## src/rtl/fp_pkg.sv

```systemverilog
`default_nettype none
// ============================================================================
// Module      : fp_pkg
// Description : Shared IEEE-754 single-precision field widths, special
//               constants and the sequential subtractor state encoding.
// Revision    : 1.0 - initial release
// ============================================================================
package fp_pkg;

    localparam int SIGN_W = 1;
    localparam int EXP_W  = 8;
    localparam int FRAC_W = 23;

    localparam logic [EXP_W-1:0] EXP_MAX    = 8'hFF;
    localparam logic [31:0]      FP_NAN_OUT = 32'h7FFF_FFFF;
    localparam logic [31:0]      FP_ZERO    = 32'h0000_0000;

    typedef enum logic [2:0] {
        IDLE  = 3'd0,
        ALIGN = 3'd1,
        ADD   = 3'd2,
        NORM  = 3'd3,
        PACK  = 3'd4,
        DONE  = 3'd5
    } state_t;

endpackage : fp_pkg
`default_nettype wire

```

## src/rtl/fp_unpack_swap.sv

```systemverilog
`default_nettype none
// ============================================================================
// Module      : fp_unpack_swap
// Description : Combinational front end of the subtractor: negates b,
//               unpacks both operands, orders them by magnitude, saturates
//               the alignment distance and resolves the special cases.
// Revision    : 1.0 - initial release
// ============================================================================
module fp_unpack_swap
    import fp_pkg::*;
#(
    parameter int ALIGN_CAP = 23   // must fit in 5 bits
) (
    input  logic [31:0] a,
    input  logic [31:0] b,
    output logic        s1,
    output logic [7:0]  e1,
    output logic [23:0] m1,
    output logic [23:0] m2,
    output logic [4:0]  d,
    output logic        op_sub,
    output logic        special,
    output logic [31:0] special_out
);

    localparam logic [7:0] CAP_W8 = 8'(ALIGN_CAP);

    logic [31:0] w_bn;
    logic [7:0]  w_ea;
    logic [7:0]  w_eb;
    logic [23:0] w_ma;
    logic [23:0] w_mb;
    logic        w_swap;
    logic [7:0]  w_e2;
    logic [7:0]  w_ediff;
    logic        w_nan;

    // Subtraction is addition of the sign-flipped subtrahend.
    assign w_bn = {~b[31], b[30:0]};
    assign w_ea = a[30:23];
    assign w_eb = w_bn[30:23];
    assign w_ma = {1'b1, a[22:0]};
    assign w_mb = {1'b1, w_bn[22:0]};

    // Operand ordering so that X1 always carries the larger magnitude.
    always_comb begin
        w_swap = (w_eb > w_ea) || ((w_eb == w_ea) && (w_mb > w_ma));
        s1     = w_swap ? w_bn[31] : a[31];
        e1     = w_swap ? w_eb : w_ea;
        w_e2   = w_swap ? w_ea : w_eb;
        m1     = w_swap ? w_mb : w_ma;
        m2     = w_swap ? w_ma : w_mb;
        w_ediff = e1 - w_e2;
        d      = (w_ediff > CAP_W8) ? CAP_W8[4:0] : w_ediff[4:0];
        op_sub = a[31] ^ w_bn[31];
    end

    // Special-case detection with NaN/Inf inputs taking priority over zeros.
    always_comb begin
        w_nan       = (w_ea == EXP_MAX) || (w_eb == EXP_MAX);
        special     = 1'b1;
        special_out = FP_ZERO;
        if (w_nan) begin
            special_out = FP_NAN_OUT;
        end else if (a[30:0] == 31'd0) begin
            special_out = w_bn;
        end else if (b[30:0] == 31'd0) begin
            special_out = a;
        end else begin
            special = 1'b0;
        end
    end

endmodule : fp_unpack_swap
`default_nettype wire

```

## src/rtl/fp_subtractor_seq.sv

```systemverilog
`default_nettype none
// ============================================================================
// Module      : fp_subtractor_seq
// Description : Multi-cycle single-precision subtractor (out = a - b).
//               Alignment and normalisation shift one bit per clock.
//               Valid/ready handshake on both input and output.
// Revision    : 1.0 - initial release
// ============================================================================
module fp_subtractor_seq
    import fp_pkg::*;
#(
    parameter int ALIGN_CAP = 23
) (
    input  logic        clk,
    input  logic        rst_n,
    input  logic        in_valid,
    output logic        in_ready,
    input  logic [31:0] a,
    input  logic [31:0] b,
    output logic        out_valid,
    input  logic        out_ready,
    output logic [31:0] out
);

    state_t r_state;
    state_t w_state_nxt;

    logic        r_s3;
    logic [7:0]  r_e1;
    logic [23:0] r_m1;
    logic [23:0] r_m2;
    logic        r_op_sub;
    logic [4:0]  r_cnt;
    logic [24:0] r_m3;
    logic [4:0]  r_lz;
    logic [31:0] r_out;

    logic        w_s1;
    logic [7:0]  w_e1;
    logic [23:0] w_m1;
    logic [23:0] w_m2;
    logic [4:0]  w_d;
    logic        w_op_sub;
    logic        w_special;
    logic [31:0] w_special_out;

    logic              w_norm_done;
    logic signed [9:0] w_exp_calc;
    logic [31:0]       w_pack_out;

    fp_unpack_swap #(
        .ALIGN_CAP (ALIGN_CAP)
    ) u_unpack_swap (
        .a           (a),
        .b           (b),
        .s1          (w_s1),
        .e1          (w_e1),
        .m1          (w_m1),
        .m2          (w_m2),
        .d           (w_d),
        .op_sub      (w_op_sub),
        .special     (w_special),
        .special_out (w_special_out)
    );

    assign in_ready    = (r_state == IDLE);
    assign out_valid   = (r_state == DONE);
    assign out         = r_out;
    assign w_norm_done = r_m3[24] || (r_m3 == 25'd0);

    // Biased exponent after normalisation; signed so underflow is visible.
    assign w_exp_calc = $signed({2'b00, r_e1}) + 10'sd1 - $signed({5'b00000, r_lz});

    // Result packing: zero, flush-to-zero, overflow to infinity, or truncated normal.
    always_comb begin
        w_pack_out = FP_ZERO;
        if (r_m3 != 25'd0) begin
            if (w_exp_calc <= 10'sd0) begin
                w_pack_out = FP_ZERO;
            end else if (w_exp_calc >= 10'sd255) begin
                w_pack_out = {r_s3, EXP_MAX, 23'h0};
            end else begin
                w_pack_out = {r_s3, w_exp_calc[7:0], r_m3[23:1]};
            end
        end
    end

    // State register.
    always_ff @(posedge clk or negedge rst_n) begin
        if (!rst_n) begin
            r_state <= IDLE;
        end else begin
            r_state <= w_state_nxt;
        end
    end

    // Next-state logic; special operands skip straight to DONE.
    always_comb begin
        w_state_nxt = r_state;
        case (r_state)
            IDLE: begin
                if (in_valid) begin
                    if (w_special) begin
                        w_state_nxt = DONE;
                    end else if (w_d != 5'd0) begin
                        w_state_nxt = ALIGN;
                    end else begin
                        w_state_nxt = ADD;
                    end
                end
            end
            ALIGN:   if (r_cnt == 5'd1) w_state_nxt = ADD;
            ADD:     w_state_nxt = NORM;
            NORM:    if (w_norm_done) w_state_nxt = PACK;
            PACK:    w_state_nxt = DONE;
            DONE:    if (out_ready) w_state_nxt = IDLE;
            default: w_state_nxt = IDLE;
        endcase
    end

    // Datapath registers: capture, bit-serial align, add, bit-serial normalise, pack.
    always_ff @(posedge clk or negedge rst_n) begin
        if (!rst_n) begin
            r_s3     <= 1'b0;
            r_e1     <= 8'd0;
            r_m1     <= 24'd0;
            r_m2     <= 24'd0;
            r_op_sub <= 1'b0;
            r_cnt    <= 5'd0;
            r_m3     <= 25'd0;
            r_lz     <= 5'd0;
            r_out    <= FP_ZERO;
        end else begin
            case (r_state)
                IDLE: begin
                    if (in_valid) begin
                        r_s3     <= w_s1;
                        r_e1     <= w_e1;
                        r_m1     <= w_m1;
                        r_m2     <= w_m2;
                        r_op_sub <= w_op_sub;
                        r_cnt    <= w_d;
                        r_m3     <= 25'd0;
                        r_lz     <= 5'd0;
                        if (w_special) begin
                            r_out <= w_special_out;
                        end
                    end
                end
                ALIGN: begin
                    r_m2  <= r_m2 >> 1;
                    r_cnt <= r_cnt - 5'd1;
                end
                ADD: begin
                    r_m3 <= r_op_sub ? ({1'b0, r_m1} - {1'b0, r_m2})
                                     : ({1'b0, r_m1} + {1'b0, r_m2});
                end
                NORM: begin
                    if (!w_norm_done) begin
                        r_m3 <= r_m3 << 1;
                        r_lz <= r_lz + 5'd1;
                    end
                end
                PACK: begin
                    r_out <= w_pack_out;
                end
                default: begin
                end
            endcase
        end
    end

endmodule : fp_subtractor_seq
`default_nettype wire
```

## config.mk

```make
export PLATFORM = sky130hd
export DESIGN_NAME = fp_subtractor_seq
export DESIGN_NICKNAME = d
export VERILOG_FILES = /design/src/rtl/fp_pkg.sv /design/src/rtl/fp_unpack_swap.sv /design/src/rtl/fp_subtractor_seq.sv
export SDC_FILE = /design/constraint.sdc
export NUM_CORES = 1
export LEC_CHECK = 0
export ABC_CLOCK_PERIOD_IN_PS = 4300
export BUFFER_PORTS_ARGS = -buffer_cell sky130_fd_sc_hd__buf_2
export CORE_MARGIN = 8
export CORE_UTILIZATION = 38
export CTS_BUF_LIST = sky130_fd_sc_hd__clkbuf_16
export CTS_CLUSTER_DIAMETER = 80
export CTS_CLUSTER_SIZE = 40
export DETAILED_ROUTE_END_ITERATION = 10
export SLEW_MARGIN = 20
export SYNTH_ARGS = -nofsm -noshare
export SYNTH_HDL_FRONTEND = slang
export SYNTH_SLANG_ARGS = --single-unit
```

## constraint.sdc

```tcl
create_clock -name clk -period 4.3 [get_ports clk]
set_input_delay 1.29 -clock clk [delete_from_list [all_inputs] [get_ports clk]]
set_output_delay 1.29 -clock clk [all_outputs]
set_load 0.02 [all_outputs]
```

# Word-level counts from Yosys, hierarchy flattened
# Cells that the tools add are included.
totals:
  reg_bits: 128
  latch_bits: 0
  ramBits: 0
  rom_bits: 0
  inputBits: 68
  elab_cells: 95
  mem_count: 0
classes:
  addsub: 7
  n_mul: 0
  div_mod_pow: 0
  n_lt_le_gt_ge: 5
  n_eq_ne: 15
  shift: 0
  muxes: 36
  n_bitwise: 2
  reduce_logical: 20
op_table:
  columns: ["op", "n"]
  rows:
  - ["2-to-1 mux 32 bit", 7]
  - ["2-to-1 mux 25 bit", 3]
  - ["case mux 25 bit (3 select lines)", 1]
  - ["case mux 32 bit (2 select lines)", 1]
  - ["zero test 31 bit", 2]
  - ["case mux 24 bit (2 select lines)", 1]
  - ["2-to-1 mux 23 bit", 2]
  - ["2-to-1 mux 31 bit", 1]
  - ["adder 24 x 24 -> 25 bit", 1]
  - ["zero test 25 bit", 1]
  - ["nonzero test 25 bit", 1]
  - ["subtractor 24 x 24 -> 25 bit", 1]
  - ["> comparator 24 bit", 1]
  - ["2-to-1 mux 24 bit", 1]
  - ["2-to-1 mux 5 bit", 4]
  - ["case mux 5 bit (2 select lines)", 2]
  - ["case mux 3 bit (6 select lines)", 1]
  - ["equality test 8 bit, second input constant", 2]
  - ["2-to-1 mux 8 bit", 2]
  - ["2-to-1 mux 3 bit", 5]
  - ["greater-or-equal comparator 10 x 9 -> 1 bit, second input constant", 1]
  - ["less-or-equal comparator 10 x 1 -> 1 bit, second input constant", 1]
  - ["subtractor 9 x 5 -> 10 bit", 1]
  - ["adder 8 x 1 -> 9 bit, second input constant", 1]
  - ["25 further kinds", 41]

# Logic depth before layout (Yosys ltp)
# Gate-level depths: netlist (run 1).
depth:
  depth_word: 12
  depth_mapped: 19
  depth_no_buf: 19

# Modules after synthesis
# From an unflattened synthesis (run 1), not the netlist that was laid out.
unflattened:
  cells_unflattened: 1361
  hier_area_um2: 10512.6
by_module_without_submodules:
  columns: ["mod", "n_inst", "cells_per_inst", "area_each_um2"]
  rows:
  - ["fp_subtractor_seq", 1, 945, 8074.0]
  - ["fp_unpack_swap", 1, 416, 2438.6]

# Worst setup path before layout (run 1)
# No wires, ideal clock.
synth_timing:
  path_kind: "input port to flip-flop"
  from: "input a[26]"
  to: "register r_cnt[1]"
  setup_time_ns: 0.130
  t_arrival_ns: 4.431
  required_ns: 4.170
  path_slack_ns: -0.261
  path_stages: 17
  n_path_buf: 2
  cell_sequence: "inv_1 > ha_1 > clkbuf_1 > nand4_1 > nor2_1 > nor4_1 > a31oi_1 > and2_4 > buf_2 > a22oi_1 > ha_1 > and3_1 > a311o_1 > a31oi_1 > xnor2_1 > a2111oi_2 > a21oi_1"
synth_between:
  elab_chain_cells: 9
synth_rtl:
  columns: ["item", "line_no", "rtl"]
  rows:
  - ["start, declared", "fp_subtractor_seq.sv:18", "input logic [31:0] a,"]
  - ["branches (longest 4 deep; another with > comparator 8 bit)", null, null]
  - ["subtractor 8 bit *", "fp_unpack_swap.sv:53", "w_ediff = e1 - w_e2;"]
  - ["> comparator 8 x 5 -> 1 bit", "fp_unpack_swap.sv:54", "d = (w_ediff > CAP_W8) ? CAP_W8[4:0] : w_ediff[4:0];"]
  - ["2-to-1 mux 5 bit *", "fp_unpack_swap.sv:54", null]
  - ["2-to-1 mux 5 bit *", "fp_subtractor_seq.sv:136", "if (in_valid) begin"]
  - ["case mux 5 bit (2 select lines) *", "fp_subtractor_seq.sv:134", "case (r_state)"]
  - ["end signal, assigned", "fp_subtractor_seq.sv:142", "r_cnt <= w_d;"]
  - ["end signal, assigned", "fp_subtractor_seq.sv:152", "r_cnt <= r_cnt - 5'd1;"]
  - ["end, declared", "fp_subtractor_seq.sv:33", "logic [4:0] r_cnt;"]
# Every way passes the cells marked *. The select of a mux whose other input is x is not followed.
# A chain may end at the register's enable or synchronous reset.

# Worst setup path in the final report (run 1)
layout_timing:
  from: "input a[22]"
  to: "register r_cnt[2]"
layout_between:
  elab_chain_cells: 9
layout_rtl:
  columns: ["item", "line_no", "rtl"]
  rows:
  - ["> comparator 24 bit *", "fp_unpack_swap.sv:47", "w_swap = (w_eb > w_ea) || ((w_eb == w_ea) && (w_mb > w_ma));"]
  - ["logical AND 1 bit *", "fp_unpack_swap.sv:47", null]
  - ["logical OR 1 bit *", "fp_unpack_swap.sv:47", null]
  - ["2-to-1 mux 8 bit, on equally long branches", "fp_unpack_swap.sv:49, fp_unpack_swap.sv:50", null]
  - ["subtractor 8 bit *", "fp_unpack_swap.sv:53", null]
  - ["> comparator 8 x 5 -> 1 bit", "fp_unpack_swap.sv:54", null]
  - ["2-to-1 mux 5 bit *", "fp_unpack_swap.sv:54", null]
  - ["2-to-1 mux 5 bit *", "fp_subtractor_seq.sv:136", null]
  - ["case mux 5 bit (2 select lines) *", "fp_subtractor_seq.sv:134", null]
# Every way passes the cells marked *; elsewhere a longest branch is shown, timed or not. The select of a mux whose other input is x is not followed.

==> results of run 1 <==
## power by group
part / switching (mW) / internal [mW]
clock: 0.556 / 1.02
sequential: 0.534 / 1.71
combinational: 2.96 / 2.29
total: 4.05 / 5.02
## worst max path at each step
stage                      from       end  depth (start not counted)
after floorplan           a[28]  r_cnt[1]                         17
after global placement    a[22]  r_cnt[1]                         17
after detailed placement  a[22]  r_cnt[1]                         17
after CTS                 a[22]  r_cnt[0]                         17
after global routing      a[17]  r_cnt[2]                         18
final                     a[22]  r_cnt[2]                         17
## critical path, cell delays in order
cell       delay (ns)
buf_2            0.09
inv_1            0.05
ha_1             0.30
and3_1           0.23
a221oi_2         0.27
buf_4            0.16
nand4_1          0.21
a21oi_2          0.21
a22oi_2          0.10
ha_1             0.19
and3_1           0.18
a311o_1          0.38
a31oi_2          0.25
xnor2_2          0.15
buf_4            0.16
nor3_1           0.18
a2bb2oi_1        0.09
## placed cells by master (no fill, tap or decap), types with 7 or more instances in the layout
cell type,netlist,layout
o21bai_1,7,7
nor4_1,28,28
nand3_1,14,13
a21o_1,13,13
nor2b_1,8,8
mux2_2,11,11
xor2_1,7,7
a221oi_1,32,31
o21ai_0,101,101
nand2_1,67,65
dfrtp_1,128,128
nand4_1,19,19
inv_1,74,75
a21oi_1,108,107
a22oi_1,42,41
nor3_1,46,41
buf_2,4,100
nor2_1,114,111
nand2b_1,10,10
xnor2_1,51,49
a31oi_1,10,8
a221o_1,20,20
clkbuf_16,0,17
buf_4,0,134
mux2i_1,27,27
ha_1,74,70
## cell type report
class	count	area (um2)
Fill cell	2497	12900
Multi-Input combinational cell	887	6060
Sequential cell	128	3200
Timing Repair Buffer	235	1530
Clock buffer	17	425
Tap cell	330	413
Inverter	74	278
Clock inverter	15	215
## state kept, by name, indices dropped and copies added (netlist names)
signal,flops
out,32
r_cnt,5
r_e1,8
r_lz,5
r_m1,24
r_m2,24
r_m3,25
r_op_sub,1
r_s3,1
r_state,3
## stage by stage
stage | instances | worst slack (ns)
finish | 1686 | 0.122
floorplan | 1157 | 0.0256
global placement | 1653 | -0.253
global route | 1686 | -0.0289
detailed placement | 1653 | -0.329
CTS | 1685 | 0.0977
## metal layers
metal / vias up / track usage (%)
met3: 33 / 4.36
met5: - / 0
li1: 4653 / -
met4: 0 / 5.69
met1: 4373 / 30.2
met2: 339 / 27.4
## what timing repair did
action                                  CTS  global route
setup buffers                             0             1
endpoints found under the setup margin    0             9
gates resized for setup                   0            12
## cell families after synthesis
logic type | after synthesis | share of synthesized area, %
xor+xnor | 58 | 5.27
flops | 128 | 33.2
fa+ha+maj | 76 | 10.0
mux | 39 | 4.24
simple gates | 332 | 16.2
buf+inv | 142 | 5.58
compound gates | 382 | 25.5
==> flow_summary.toml, run 1 <==
[setup_path]
critPathArrivalTime_ns = 4.48
worst-r2r-cell-count = 16
endpoint_kind = "register"
rr_startpoint = "r_m2[8]"
r2r_end = "r_m3[24]"
r2r_slack_ns = 0.38
start_kind = "input pin"
cp.required_ns = 4.60
critPathKind = "in2reg"
critPathMaxFanout = 6

[finish]
post-route-util_pct = 48.4
drive_gt1_share_pct = 22.9
layout.nets = 1487
diodes = 0
final_area_mm2 = 0.0121
area_growth_pct = 25.7

[grt]
grt_pass1_vias = 8869
grt_first_pass_wirelength_mm = 48.9
grt_usage_pct = 19.9
grt_max_degree = 70
antenna_found_initial = 0
grt_overflow_total = 0

[yosys]
syn_avg_cell_area_um2 = 8.34
synth_top_cell_by_area = "dfrtp_1"
synth_top_cell_area_share_pct = 33.2
synth_edf_count = 0
syn_nets = 1301
synthTopCellsByCount = "dfrtp_1 (128), nor2_1 (114), a21oi_1 (108)"
netlist_instances = 1157
ys.flop_type = "dfrtp_1"
ys_seq_elements = 128
syn_area_mm2 = 0.00964
yosys_warnings = 0
ys_seq_area_share_pct = 33.2
async_reset_ff_share_pct = 100
yosys.cell_count.top_type = "dfrtp_1"
ys_types = 60
synth_area_leaders = "dfrtp_1 (33%), ha_1 (9.6%), a21oi_1 (5.6%)"

[route]
num_vias = 9398
drc = 0
drt_wl_total_mm = 30.7
routed-wl-met2_mm = 12.3
routed.top_layer = "met4"
firstDrtPassIters = 6
ant_nets = 0
wl_met3_mm = 2.16
routed_via_density = 5.57
met1_length_mm = 15.7
drt_iter0_drc = 781
wl_per_cell_um = 18.2

[cts]
cts.sinks = 128
path_clk_slew_ns = 0.06
cts_tree = "built"
root_buffer = "clkbuf_16"
cts_htree_levels = 4
cts_made_buffers = 17
ctsHoldBuffers = 0
clockBufferDepth = 2
clk_latency_ns = 0.43

[die]
dieWidth_um = 175
die_h_um = 175
io_pins = 102
start_util_pct = 38.5
rows = 58
core_area_mm2 = 0.0250
die-area_mm2 = 0.0307

[timing]
slew_headroom_pct = 46.5
report.final.slew_viol_count = 0
setup_tns_ns = 0
setup_violations = 0
holdWs_ns = 0.471
tightest_slew_ns = 0.803
min_period_over_period_pct = 97.2
fin_skew_ns = 0.0202
fmax_mhz = 239
hold_viol_final = 0
layout_min_cycle_time_ns = 4.18

[power]
power_density_mw_per_mm2 = 748
cellLeakagePower_nw = 5.62
power_mw = 9.07
ir_drop_uv = 307

[worst_hold_path]
hold_path_class = "reg2reg"
hold-path-cell-count = 2
hp-start = "out[31]"
min_to = "out[31]"

[placement]
postPlaceCellArea_mm2 = 0.0114
place_congestion = 0.932
place_hpwl_mm = 24.4
portBuffers = 101

[run_status]
outcome = "complete, no violations"

[job]
drv_cap = 0
(Power assumes the default switching activity.)
==> run 2: changes to the inputs <==
--- a/config.mk
+++ b/config.mk
@@ -5,7 +5,7 @@
 export SDC_FILE = /design/constraint.sdc
 export NUM_CORES = 1
 export LEC_CHECK = 0
-export ABC_CLOCK_PERIOD_IN_PS = 4300
+export ABC_CLOCK_PERIOD_IN_PS = 3400
 export BUFFER_PORTS_ARGS = -buffer_cell sky130_fd_sc_hd__buf_2
 export CORE_MARGIN = 8
 export CORE_UTILIZATION = 38
@@ -13,6 +13,7 @@
 export CTS_CLUSTER_DIAMETER = 80
 export CTS_CLUSTER_SIZE = 40
 export DETAILED_ROUTE_END_ITERATION = 10
+export SKIP_CTS_REPAIR_TIMING = 1
 export SLEW_MARGIN = 20
 export SYNTH_ARGS = -nofsm -noshare
 export SYNTH_HDL_FRONTEND = slang
==> constraint.sdc (replaced) <==
create_clock -name clk -period 3.4 [get_ports clk]
set_input_delay 1.02 -clock clk [delete_from_list [all_inputs] [get_ports clk]]
set_output_delay 1.02 -clock clk [all_outputs]
set_load 0.02 [all_outputs]
==> run 2 against run 1 <==
Effect of this change:
- the run now ends with setup timing left
- global-route usage up 0.17 points
- worst setup slack worse by 0.52 ns
- clock power up 25%
- count of clock-buffer cells in the layout unchanged
- cell count up 3.9%
- first-iteration DRC count up 2.4%
- die area unchanged
- sequential share of layout area down 1.9 points
- utilization up 3.9 points
- sequential power up 25%
- power up 40%
- register-to-register slack worse by 0.69 ns
- largest power group unchanged
- highest routed layer unchanged
==> flow_summary.toml, run 2 (synthesized netlist as in run 1, its figures left out) <==
[run_status]
outcome = "finished with violations"
violations = "setup timing"

[setup_path]
critPathArrivalTime_ns = 4.07
worst-r2r-cell-count = 15
cp.required_ns = 3.67
slowest_stage = "a311o_1"
r2r_slack_ns = -0.31
slowest_delay_ns = 0.40
critPathTopFamily = "compound AO/OA/AOI/OAI gates"
critPathMaxFanout = 3
cp.buffers_inverters = 2
rr_startpoint = "r_m2[6]"
critPathKind = "in2reg"
crit_chain = "buf_6, inv_2, ha_4, nor2b_4, o31ai_4, a211oi_2, o221ai_1, nand4_1, a21oi_2, a22oi_2, ha_2, and3_4, a311o_1, xnor2_2, nand3_1, nor4_1, a21oi_1"
r2r_end = "r_m3[18]"
endpoint_kind = "register"
start_kind = "input pin"

[finish]
largest_register_ff_count = 32
final_common_cell = "buf_4"
area_growth_pct = 35.8
multi_input_area_mm2 = 0.00646
regArea_mm2 = 0.00320
diodes = 0
final_area_mm2 = 0.0131
layout.nets = 1553
final_cell_mix = "buf_4 (195), dfrtp_1 (127), nor2_1 (109)"
fin_cells = 1751
drive_gt1_share_pct = 30.7
post-route-util_pct = 52.3
fill_cells = 2326

[placement]
place_hpwl_mm = 24.6
place_congestion = 0.908
dp.cells = 1708
postPlaceCellArea_mm2 = 0.0119
portBuffers = 101
place_ws_ns = -0.858

[cts]
cts_made_buffers = 17
cts_htree_levels = 4
path_clk_slew_ns = 0.06
clk_latency_ns = 0.42
root_buffer = "clkbuf_16"
clockBufferDepth = 2
cts_tree = "built"
cts.sinks = 128

[timing]
worst_slack_ns = -0.395
rsz0062_at_grt = "true"
tightest_slew_ns = 0.949
hold_viol_final = 0
min_period_over_period_pct = 112
holdWs_ns = 0.472
fmax_mhz = 264
fin_skew_ns = 0.0102
report.final.slew_viol_count = 0
slew_headroom_pct = 36.8
layout_min_cycle_time_ns = 3.79
setup_violations = 15

[worst_hold_path]
hold_path_class = "reg2reg"
hp-start = "out[5]"
hold-path-cell-count = 2
min_to = "out[5]"

[job]
drv_cap = 0

[die]
die_h_um = 175
core_area_mm2 = 0.0250
start_util_pct = 38.5
die-area_mm2 = 0.0307
dieWidth_um = 175
io_pins = 102
rows = 58

[route]
drt_wl_total_mm = 31.9
num_vias = 9626
routed_via_density = 5.50
ant_nets = 0
drt_iter0_drc = 800
wl_per_cell_um = 18.2
firstDrtPassIters = 5
drc = 0

[power]
power_density_mw_per_mm2 = 967
ir_drop_uv = 381
cellLeakagePower_nw = 6.01

[grt]
grt_overflow_total = 0
grt_first_pass_wirelength_mm = 49.5
antenna_found_initial = 0
grt_usage_pct = 20.0
grt_pass1_vias = 9073
grt_max_degree = 129
-- run 2: final cells by class --
| type | instances | area share, % |
|---|---|---|
| Multi-Input combinational cell | 887 | 49.3 |
| Sequential cell | 128 | 24.5 |
| Timing Repair Buffer | 301 | 16.1 |
| Clock buffer | 17 | 3.25 |
| Tap cell | 330 | 3.15 |
| Inverter | 74 | 2.17 |
| Clock inverter | 14 | 1.52 |
-- run 2: routing by layer --
| layer | wire length (um) | track usage, % | vias up |
|---|---|---|---|
| met4 | 886 | 6.92 | 0 |
| met3 | 1850 | 3.03 | 49 |
| met5 | 0 | 0 | - |
| li1 | - | - | 4771 |
| met1 | 16200 | 30.8 | 4493 |
| met2 | 13000 | 27.7 | 313 |
-- run 2: where the power goes --
group | internal, mW | total, mW | switching [mW]
Clock | 1.28 | 1.97 | 0.685
Combinational | 3.68 | 7.89 | 4.22
Sequential | 2.16 | 2.80 | 0.637
Total | 7.12 | 12.7 | 5.54
-- run 2: stage by stage --
step / power (mW) / setup TNS [ns]
after floorplan: 7.69 / -3.38
after global placement: 9.88 / -27.33
after detailed placement: 10.0 / -30.33
after CTS: 12.0 / -8.37
after global routing: 13.7 / -7.17
final: 12.7 / -3.94
-- run 2: worst reg2reg max path, stage by stage, from the launching register on --
cell      delay (ns)
dfrtp_1         0.38
or3_4           0.41
nor4_4          0.29
a21oi_1         0.13
xnor2_1         0.14
ha_1            0.30
a211o_1         0.33
a311o_1         0.36
a41o_1          0.23
a211oi_2        0.29
buf_4           0.16
o21bai_1        0.07
a21oi_1         0.16
xnor2_1         0.09
a22oi_1         0.16
a21oi_1         0.08
-- run 2: how the worst max path moves through the flow --
stage | end | slack, ns | startpoint | depth (start not counted)
after floorplan | r_cnt[1] | -0.50 | a[28] | 17
after global placement | r_cnt[0] | -0.78 | a[22] | 17
after detailed placement | r_cnt[0] | -0.86 | a[22] | 17
after CTS | r_state[0] | -0.45 | a[22] | 17
after global routing | r_m3[24] | -0.56 | r_m2[6] | 15
final | r_state[0] | -0.39 | a[1] | 17
==> run 3: changes to the inputs <==
--- a/config.mk
+++ b/config.mk
@@ -8,11 +8,12 @@
 export ABC_CLOCK_PERIOD_IN_PS = 3400
 export BUFFER_PORTS_ARGS = -buffer_cell sky130_fd_sc_hd__buf_2
 export CORE_MARGIN = 8
-export CORE_UTILIZATION = 38
+export CORE_UTILIZATION = 55
 export CTS_BUF_LIST = sky130_fd_sc_hd__clkbuf_16
 export CTS_CLUSTER_DIAMETER = 80
 export CTS_CLUSTER_SIZE = 40
 export DETAILED_ROUTE_END_ITERATION = 10
+export PLACE_DENSITY = 0.78
 export SKIP_CTS_REPAIR_TIMING = 1
 export SLEW_MARGIN = 20
 export SYNTH_ARGS = -nofsm -noshare
==> run 3 against run 2 <==
Effect of this change:
- the flow still finishes with violations (setup timing)
- clock skew up 0.0030 ns
- combinational power up 4.2%
- utilization up 24 points
- non-clock buffer count up 15
- count of clock-buffer cells in the layout unchanged
- sequential power about the same
- critical path depth up 1
- first-iteration DRC count up 31%
- sequential share of layout area about the same
- wire length up 2.1%
- worst setup slack worse by 0.095 ns
- die area down 28%
- critical path type unchanged
- critical endpoint is now r_cnt[1]
- largest power group unchanged
==> flow_summary.toml, run 3 (synthesized netlist as in run 1, its figures left out) <==
[run_status]
outcome = "finished with violations"
violations = "setup timing"

[power]
cellLeakagePower_nw = 6.08
p_int_mw = 7.09
switchingPower_mw = 5.83
ir_drop_uv = 532
power.share.clock_pct = 14.7
p_comb_share_pct = 63.6
power_density_mw_per_mm2 = 987
switching_share_pct = 45.1
p_seq_share_pct = 21.7

[finish]
area_growth_pct = 35.8
final_cell_mix = "buf_4 (206), dfrtp_1 (128), nor2_1 (107)"
layout.nets = 1568
post-route-util_pct = 76.0
drive_gt1_share_pct = 31.8
largest_register_ff_count = 32
diodes = 0
final_common_cell = "buf_4"

[setup_path]
worst-r2r-cell-count = 15
start_kind = "input pin"
critPathArrivalTime_ns = 4.18
critPathMaxFanout = 5
cp.required_ns = 3.69
r2r_end = "r_m3[24]"
rr_startpoint = "r_m2[7]"
endpoint_kind = "register"
critPathKind = "in2reg"
r2r_slack_ns = -0.45

[grt]
grt_usage_pct = 28.2
grt_first_pass_wirelength_mm = 49.5
grt_pass1_vias = 9469
antenna_found_initial = 1
grt_overflow_total = 0
grt_max_degree = 79

[die]
start_util_pct = 56.0
dieWidth_um = 148
die-area_mm2 = 0.0220
core_area_mm2 = 0.0172
rows = 48
io_pins = 102
die_h_um = 148

[route]
firstDrtPassIters = 6
routed_via_density = 6.16
drc = 0
drt_wl_total_mm = 32.6
num_vias = 10200
wl_per_cell_um = 19.6
ant_nets = 0
drt_iter0_drc = 1044

[timing]
layout_min_cycle_time_ns = 3.89
slew_headroom_pct = 43.8
hold_viol_final = 0
report.final.slew_viol_count = 0
min_period_over_period_pct = 114
fin_skew_ns = 0.0131
tightest_slew_ns = 0.844
worst_slack_ns = -0.490
setup_violations = 15
rsz0062_at_grt = "true"
fmax_mhz = 257
setup_tns_ns = -5.23

[cts]
cts_made_buffers = 17
cts_htree_levels = 4
root_buffer = "clkbuf_16"
path_clk_slew_ns = 0.06
cts.sinks = 128
clockBufferDepth = 2
clk_latency_ns = 0.42
cts_tree = "built"

[worst_hold_path]
hp-start = "r_m1[0]"
hold-path-cell-count = 2
hold_path_class = "reg2reg"
min_to = "r_m1[0]"

[placement]
place_congestion = 0.959
place_hpwl_mm = 24.3
portBuffers = 101

[job]
drv_cap = 0
## run 3: worst max-delay path by stage
stage,to,cells after the start,from,slack (ns)
2_1_floorplan,r_cnt[1],17,a[28],-0.50
3_3_place_gp,r_cnt[1],17,a[22],-0.72
3_5_place_dp,r_cnt[1],17,a[22],-0.80
4_1_cts,r_m3[24],19,r_m2[1],-0.50
5_1_grt,r_cnt[1],17,a[20],-0.58
6_report,r_cnt[1],18,a[17],-0.49
## run 3: metal layers
layer	global-route usage [%]	vias up	share of wire [%]
met2	40.9	536	43
met4	9.64	2	3.1
met5	0	-	0.040
met3	8.57	68	10
li1	-	4802	-
met1	38.9	4832	44
## run 3: power groups by stage
stage	sequential (mW)	clock [mW]	combinational, mW
floorplan	2.72	0	4.97
detailed placement	2.78	0	7.34
finish	2.80	1.91	8.22
global route	2.88	1.97	8.98
global placement	2.74	0	7.11
CTS	2.76	1.91	7.46
## run 3: worst max-delay path: stages
cell and delay, ns:
buf_8 0.10, inv_4 0.05, ha_4 0.19, a211o_1 0.28, a21oi_1 0.11, o21ai_1 0.08, o21ai_1 0.18, nand4_1 0.27
a21oi_2 0.24, a22oi_2 0.10, ha_2 0.18, and3_4 0.14, a311o_1 0.41, a31oi_4 0.25, xnor2_4 0.12, buf_4 0.16
a2111oi_4 0.21, a21oi_2 0.09
## run 3: final cells by class
type	count	area, um2
well taps	225	282
repair buffers	316	2240
inverters	74	287
flip-flops and latches	128	3200
clock inverters	15	184
clock buffers	17	425
fillers	1139	4140
multi-input cells	887	6470
## run 3: stage by stage
step | total power, mW | std cells | instance area [um2] | hold WS, ns | setup WS, ns
floorplan | 7.69 | 1157 | 9780 | 0.441 | -0.498
global placement | 9.85 | 1616 | 11900 | 0.455 | -0.723
detailed placement | 10.1 | 1616 | 11900 | 0.464 | -0.804
CTS | 12.1 | 1648 | 12500 | 0.483 | -0.505
global route | 13.8 | 1662 | 13100 | 0.503 | -0.580
finish | 12.9 | 1662 | 13100 | 0.478 | -0.490
